### config.mk
export PLATFORM = sky130hd
export DESIGN_NAME = mult_booth
export DESIGN_NICKNAME = d
export VERILOG_FILES = /design/src/rtl/alu_pkg.sv /design/src/rtl/booth_step.sv /design/src/rtl/mult_booth.sv
export SDC_FILE = /design/constraint.sdc
export NUM_CORES = 1
export LEC_CHECK = 0
export CORE_ASPECT_RATIO = 1.75
export CORE_MARGIN = 2
export CORE_UTILIZATION = 41
export DETAILED_ROUTE_END_ITERATION = 10
export PLACE_DENSITY = 0.6
export SETUP_SLACK_MARGIN = 0.4
export SYNTH_ARGS = -nofsm -noshare
export SYNTH_HDL_FRONTEND = slang
export SYNTH_SLANG_ARGS = --single-unit
### constraint.sdc
create_clock -name clk -period 11.1 [get_ports clk]
set_input_delay 3.33 -clock clk [delete_from_list [all_inputs] [get_ports clk]]
set_output_delay 3.33 -clock clk [all_outputs]
set_load 0.01 [all_outputs]
### src/rtl/alu_pkg.sv
// Shared definitions for the ALU datapath multiply unit.
//   - MULT_WIDTH : default operand width of the Booth multiplier
//   - state_t    : multiplier control states (IDLE / RUN / DONE)
//   - booth_op_t : radix-2 Booth recoding of the multiplier bit pair
//   - booth_decode() maps the low bit pair of the partial product to an op
package alu_pkg;

  localparam int MULT_WIDTH = 32;

  typedef enum logic [1:0] {
    ST_IDLE = 2'd0,
    ST_RUN  = 2'd1,
    ST_DONE = 2'd2
  } state_t;

  typedef enum logic [1:0] {
    BOOTH_NOP = 2'd0,
    BOOTH_ADD = 2'd1,
    BOOTH_SUB = 2'd2
  } booth_op_t;

  // Pair is {current multiplier bit, previously shifted-out bit}.
  function automatic booth_op_t booth_decode(input logic [1:0] pair);
    case (pair)
      2'b01:   return BOOTH_ADD;
      2'b10:   return BOOTH_SUB;
      default: return BOOTH_NOP;
    endcase
  endfunction

endpackage

### src/rtl/booth_step.sv
// One radix-2 Booth iteration, purely combinational.
// Ports:
//   p_i [2*WIDTH+1:0] current partial product {acc(WIDTH+1), multiplier(WIDTH), q-1}
//   m_i [WIDTH:0]     sign-extended multiplicand
//   p_o [2*WIDTH+1:0] partial product after add/sub and arithmetic shift right by 1
module booth_step
  import alu_pkg::*;
#(
  parameter int WIDTH = MULT_WIDTH
) (
  input  logic signed [2*WIDTH+1:0] p_i,
  input  logic signed [WIDTH:0]     m_i,
  output logic signed [2*WIDTH+1:0] p_o
);

  logic signed [WIDTH:0] acc;
  logic signed [WIDTH:0] sum;

  // The accumulator is one bit wider than the operands so the most negative
  // multiplicand can be subtracted without losing the sign; wrap is intended.
  always_comb begin
    acc = p_i[2*WIDTH+1:WIDTH+1];
    case (booth_decode(p_i[1:0]))
      BOOTH_ADD: sum = acc + m_i;
      BOOTH_SUB: sum = acc - m_i;
      default:   sum = acc;
    endcase
  end

  assign p_o = {sum[WIDTH], sum, p_i[WIDTH:1]};

endmodule

### src/rtl/mult_booth.sv
// Multi-cycle signed WIDTH x WIDTH radix-2 Booth multiplier.
// A start accepted in IDLE or DONE loads the operands; WIDTH iterations later
// the 2*WIDTH-bit product lands in Hi/Lo together with a one-cycle multDone.
// Ports:
//   clk       system clock, rising edge
//   reset     asynchronous active-high reset
//   multStart start request (ignored while RUN)
//   A, B      two's complement multiplicand / multiplier, sampled on accept
//   busy      high while iterations are in progress
//   multDone  one-cycle pulse when Hi/Lo receive a new result
//   Hi, Lo    upper / lower half of the signed product, held until next result
module mult_booth
  import alu_pkg::*;
#(
  parameter int WIDTH = MULT_WIDTH
) (
  input  logic             clk,
  input  logic             reset,
  input  logic             multStart,
  input  logic [WIDTH-1:0] A,
  input  logic [WIDTH-1:0] B,
  output logic             busy,
  output logic             multDone,
  output logic [WIDTH-1:0] Hi,
  output logic [WIDTH-1:0] Lo
);

  localparam int CNT_W = $clog2(WIDTH + 1);

  state_t                   state_q, state_d;
  logic [CNT_W-1:0]         cnt_q, cnt_d;
  logic signed [2*WIDTH+1:0] p_q, p_d, p_step;
  logic signed [WIDTH:0]    m_q, m_d;
  logic [WIDTH-1:0]         hi_q, hi_d;
  logic [WIDTH-1:0]         lo_q, lo_d;
  logic                     done_q, done_d;
  logic                     busy_q, busy_d;

  logic accept;
  logic last_iter;

  assign accept    = multStart && (state_q != ST_RUN);
  assign last_iter = (state_q == ST_RUN) && (cnt_q == CNT_W'(1));

  booth_step #(
    .WIDTH (WIDTH)
  ) u_step (
    .p_i (p_q),
    .m_i (m_q),
    .p_o (p_step)
  );

  // State register
  always_ff @(posedge clk or posedge reset) begin
    if (reset) begin
      state_q <= ST_IDLE;
    end else begin
      state_q <= state_d;
    end
  end

  // Next-state logic
  always_comb begin
    state_d = state_q;
    case (state_q)
      ST_IDLE: if (multStart) state_d = ST_RUN;
      ST_RUN:  if (last_iter) state_d = ST_DONE;
      ST_DONE: state_d = multStart ? ST_RUN : ST_IDLE;
      default: state_d = ST_IDLE;
    endcase
  end

  // Datapath and output next values
  always_comb begin
    p_d    = p_q;
    m_d    = m_q;
    cnt_d  = cnt_q;
    hi_d   = hi_q;
    lo_d   = lo_q;
    busy_d = busy_q;
    done_d = 1'b0;
    if (accept) begin
      m_d    = {A[WIDTH-1], A};
      p_d    = {{(WIDTH+1){1'b0}}, B, 1'b0};
      cnt_d  = CNT_W'(WIDTH);
      busy_d = 1'b1;
    end else if (state_q == ST_RUN) begin
      p_d   = p_step;
      cnt_d = cnt_q - CNT_W'(1);
      // The result is taken straight from the final step so it appears on
      // the same edge as the last iteration.
      if (last_iter) begin
        hi_d   = p_step[2*WIDTH:WIDTH+1];
        lo_d   = p_step[WIDTH:1];
        done_d = 1'b1;
        busy_d = 1'b0;
      end
    end
  end

  always_ff @(posedge clk or posedge reset) begin
    if (reset) begin
      p_q    <= '0;
      m_q    <= '0;
      cnt_q  <= '0;
      hi_q   <= '0;
      lo_q   <= '0;
      done_q <= 1'b0;
      busy_q <= 1'b0;
    end else begin
      p_q    <= p_d;
      m_q    <= m_d;
      cnt_q  <= cnt_d;
      hi_q   <= hi_d;
      lo_q   <= lo_d;
      done_q <= done_d;
      busy_q <= busy_d;
    end
  end

  assign busy     = busy_q;
  assign multDone = done_q;
  assign Hi       = hi_q;
  assign Lo       = lo_q;

endmodule

==> impl_metrics.ini, run 1 <==
[status]
status = finished clean

[setup_path]
arrival_ns = 5.69
rr_startpoint = m_q[2]$_DFFE_PP0P_
slowest_stage = buf_4
crit_type = primary input to async pin
endpoint_kind = async pin
max_stage_delay_ns = 0.80
worstSetupStartpointType = primary input
critPathMaxFanout = 74
path_common_cell = buf_4
crit_required_ns = 11.63
startpoint = reset
crit_chain = clkdlybuf4s50_1 -> inv_6 -> buf_4 -> buf_4

[clock_network]
path_clk_slew_ns = 0.06
clock_path_buffers = 2
htree_levels = 4
clk_latency_ns = 0.44
numCtsBuffers = 17
cts.sinks = 171
cts_hold_buf = 0
post_cts_buffers = 0
cts_tree = built
root_buffer = clkbuf_16
post_cts_resized = 0

[yosys]
synth_top_family_by_area = simple AND/OR/NAND/NOR gates
synth_area_mm2 = 0.00964
yosysSeqAreaShare = 0.444
ys_seq_elements = 171
synth_nets = 1182
synth-simple-area-share = 0.184
synth.avg_cell_area_um2 = 8.94
synth-edff-count = 0
synthArstFlopShare = 1.00
synth-xor-area-share = 0.0527
ys_types = 61
synthFlopType = dfrtp_1
synth_fa_ha_area_frac = 0.0488
synthTopCellsByArea = dfrtp_1 44%, nand2_1 8.4%, o21ai_0 5.2%
syn_inst = 1078
yosysTopAreaCell = dfrtp_1
yosysTopAreaCellShare = 0.444
synth_mux_area_frac = 0.0853
synth_compound_area_frac = 0.151
yosys_warnings = 0

[routing]
detail-route-antenna-nets = 0
drt_pass1_iterations = 4
wl_um = 25900
vias = 8028
drt_iter0_markers = 401
drt-vias-per-instance = 5.39
wl_per_cell_um = 17.4
drcViolationCount = 0

[final_layout]
antennaDiodeCount = 0
seq_area_mm2 = 0.00428
final_layout_size_suffix_gt1_frac = 0.0750
area_growth_pct = 22.0
layout_commonest_cell = nand2_1
final_cell_mix = 214 x nand2_1, 171 x dfrtp_1, 131 x clkdlybuf4s50_1
layout.nets = 1277
final_core_util = 0.506
nFillCells = 2218
final_cell_count_no_fill = 1490
multiInputGateArea_mm2 = 0.00504

[grt]
grt_max_degree = 93
grt_pass1_vias = 7898
antenna_found_initial = 0
track_usage = 0.214
grt_remaining_overflow = 0
grt_pass1_wl_um = 41600

[floorplanning]
num_rows = 74
die_h_um = 207
core_area_mm2 = 0.0232
fp.dieW_um = 120
start_util = 0.415
num_io_pins = 133
dieArea_mm2 = 0.0248

[timing]
final_max_slew_viol_count = 0
tightest_slew_ns = 1.22
fin_crit_sh = 0.465
rsz0062_at_grt = no
fin_skew_ns = 0.00945
max_freq_ghz = 0.194
setup_viol = 0
fin_setup_tns_ns = 0
min_period_ns = 5.16
hold_violations = 0
relSlewSlack = 0.184
holdWs_ns = 0.475

[place]
io_buffers = 132
hpwl_um = 18300
routabilityCongestion = 0.909
dp_cells = 1458

[worst_hold_path]
min_path_type = flop to flop
hold_path_startpoint = Hi[11]$_DFFE_PP0P_

[run]
max-cap-violations = 0
==> per-stage QoR <==
stage	instance area (um^2)	setup WS [ns]
2_1_floorplan	9640	3.14
3_3_place_gp	11200	5.34
3_5_place_dp	11200	5.32
4_1_cts	11800	5.81
5_1_grt	11800	5.54
6_report	11800	5.94
==> kinds of logic after synthesis <==
kind of cell | after synthesis
xor+xnor | 58
flops | 171
fa+ha+maj | 37
compound gates | 248
simple gates | 400
buf+inv | 86
mux | 78
==> path summary, 6_finish.rpt <==
check | to | slack [ns] | depth (start not counted)
max in group clk | Hi[31]$_DFFE_PP0P_ | 6.22 | 16
setup / recovery | m_q[21]$_DFFE_PP0P_ | 5.94 | 4
hold reg to reg | Hi[11]$_DFFE_PP0P_ | 0.48 | 2
hold / removal | Hi[11]$_DFFE_PP0P_ | 0.48 | 2
min in group asynchronous | Lo[8]$_DFFE_PP0P_ | 3.30 | 2
setup reg to reg | Hi[31]$_DFFE_PP0P_ | 6.22 | 16
==> layer usage <==
layer	GRT usage	wire [um]
met5	0	0
met4	0.0941	1010
met3	0.0415	1210
met2	0.391	13500
met1	0.241	10200
==> worst max-delay path, delay by kind of cell <==
family,cells,cell delay (ns)
buffers and inverters,4,2.26
==> registers in the layout (all words and copies together) (netlist names) <==
register and count:
state_q 2, cnt_q 6, Hi 32, Lo 32, busy 1, multDone 1
p_q 65, m_q 32
==> cell usage after synthesis (all sizes together) (19+ instances only) <==
cell,n
o21ai,116
ha,36
mux2i,45
nand3,50
a21oi,69
xnor2,46
inv,19
mux2,33
nor3,24
nor2,59
nand2,215
clkbuf,54
dfrtp,171
==> final cells by class <==
type | instances | area share
Clock buffer | 21 | 0.0400
Clock inverter | 11 | 0.00936
Inverter | 19 | 0.00649
Multi-Input combinational cell | 821 | 0.429
Sequential cell | 171 | 0.364
Tap cell | 304 | 0.0324
Timing Repair Buffer | 143 | 0.119
Power of run 1 is not shown: default switching activity piles up to over one toggle a cycle in this logic, so the estimate is an artifact.
==> inputs of run 2 (changes only) <==
Clock period 11.1 ns to 4.8 ns, I/O delays scaled along.
==> impl_metrics.ini, run 2 (synthesis results as in run 1) <==
[status]
status = finished clean

[clock_network]
cts.sinks = 171
cts_hold_buf = 0
clk_latency_ns = 0.45
clock_path_buffers = 2
numCtsBuffers = 17
path_clk_slew_ns = 0.07
post_cts_resized = 0
cts_tree = built
root_buffer = clkbuf_16
htree_levels = 4
post_cts_buffers = 0

[timing]
setup_viol = 0
rsz0062_at_grt = yes
min_period_ns = 4.20
hold_violations = 0
fin_skew_ns = 0.0183
fin_crit_sh = 0.876
tightest_slew_ns = 0.967
fin_setup_tns_ns = 0
relSlewSlack = 0.356
final_max_slew_viol_count = 0
setup_ws_ns = 0.597
max_freq_ghz = 0.238

[worst_hold_path]
hold_depth = 2
hold-path-endpoint = Lo[3]$_DFFE_PP0P_
hold_path_startpoint = Lo[3]$_DFFE_PP0P_
min_path_type = flop to flop

[final_layout]
layout.nets = 1289
layout_commonest_cell = nand2_1
largest_reg_flops = 65
antennaDiodeCount = 0
final_area_mm2 = 0.0120
regMostFlops = p_q
final_core_util = 0.518
final_layout_size_suffix_gt1_frac = 0.0935
final_cell_mix = 213 x nand2_1, 170 x dfrtp_1, 131 x clkdlybuf4s50_1
area_growth_pct = 24.9

[grt]
grt_remaining_overflow = 0
grt_pass1_wl_um = 44600
track_usage = 0.233
antenna_found_initial = 0
grt_pass1_vias = 8307
grt_max_degree = 92

[setup_path]
crit_required_ns = 5.10
path_common_cell = nand2_1
crit_chain = or4_1 -> or3_1 -> o21bai_1 -> xor2_1 -> ha_1 -> a21oi_1 -> nand2_1 -> a311oi_1 -> o31a_1 -> nand2_1 -> xnor2_1 -> o221ai_1
r2r_setup_slack_ns = 0.60
crit_type = flop to flop
critPathMaxFanout = 7
worstSetupStartpointType = flop
rr_startpoint = m_q[16]$_DFFE_PP0P_
r2r_cells = 12
slowest_stage = or4_1
arrival_ns = 4.51
max_stage_delay_ns = 0.68
rr_endpoint = p_q[60]$_DFFE_PP0P_
endpoint_kind = flop

[place]
dp_slack_ns = 0.508
io_buffers = 132
routabilityCongestion = 0.937
hpwl_um = 19800
place_area_mm2 = 0.0113

[routing]
detail-route-antenna-nets = 0
drt_iter0_markers = 303
drt_pass1_iterations = 4
wl_um = 27300
drt-vias-per-instance = 5.33
drcViolationCount = 0
wl_per_cell_um = 18.2
vias = 8013

[floorplanning]
start_util = 0.415
fp.dieW_um = 120
num_io_pins = 133
core_area_mm2 = 0.0232
num_rows = 74
die_h_um = 207
dieArea_mm2 = 0.0248

[run]
max-cap-violations = 0
## run 2: worst max path at each step
stage	from	to	slack (ns)	depth (start not counted)
after floorplan	m_q[5]$_DFFE_PP0P_	Hi[29]$_DFFE_PP0P_	0.96	17
after global placement	m_q[5]$_DFFE_PP0P_	Hi[29]$_DFFE_PP0P_	0.53	17
after detailed placement	m_q[5]$_DFFE_PP0P_	Hi[29]$_DFFE_PP0P_	0.51	17
after CTS	m_q[5]$_DFFE_PP0P_	Hi[29]$_DFFE_PP0P_	0.49	17
after global routing	m_q[6]$_DFFE_PP0P_	Hi[29]$_DFFE_PP0P_	0.32	17
final	m_q[16]$_DFFE_PP0P_	p_q[60]$_DFFE_PP0P_	0.60	12
## run 2: per-layer routing
layer	share of wire	up-vias	track usage
li1	-	3975	-
met1	0.39	3830	0.256
met4	0.032	0	0.0996
met5	0	-	0
met3	0.040	47	0.0525
met2	0.54	161	0.429
## run 2: layout make-up
| type | instances | area [um^2] |
|---|---|---|
| Sequential cell | 171 | 4280 |
| Clock buffer | 20 | 447 |
| Multi-Input combinational cell | 821 | 5110 |
| Tap cell | 304 | 380 |
| Clock inverter | 12 | 208 |
| Timing Repair Buffer | 155 | 1530 |
| Inverter | 19 | 75.1 |
| Fill cell | 2207 | 11200 |
## run 2: critical path, delay by kind of cell, from the launching register on
| family | cells | cell delay [ns] |
|---|---|---|
| AOI/OAI and AO/OA | 5 | 1.43 |
| xor gates and xnor gates | 2 | 0.51 |
| adders and majority gates | 1 | 0.37 |
| DFF | 1 | 0.44 |
| and+or+nand+nor | 4 | 1.32 |
## run 2: stage by stage
stage	instances	hold WS [ns]
6_report	1502	0.473
3_3_place_gp	1470	0.458
2_1_floorplan	1078	0.453
4_1_cts	1502	0.479
5_1_grt	1502	0.501
3_5_place_dp	1470	0.461
Power of run 2 is left out for the same reason.
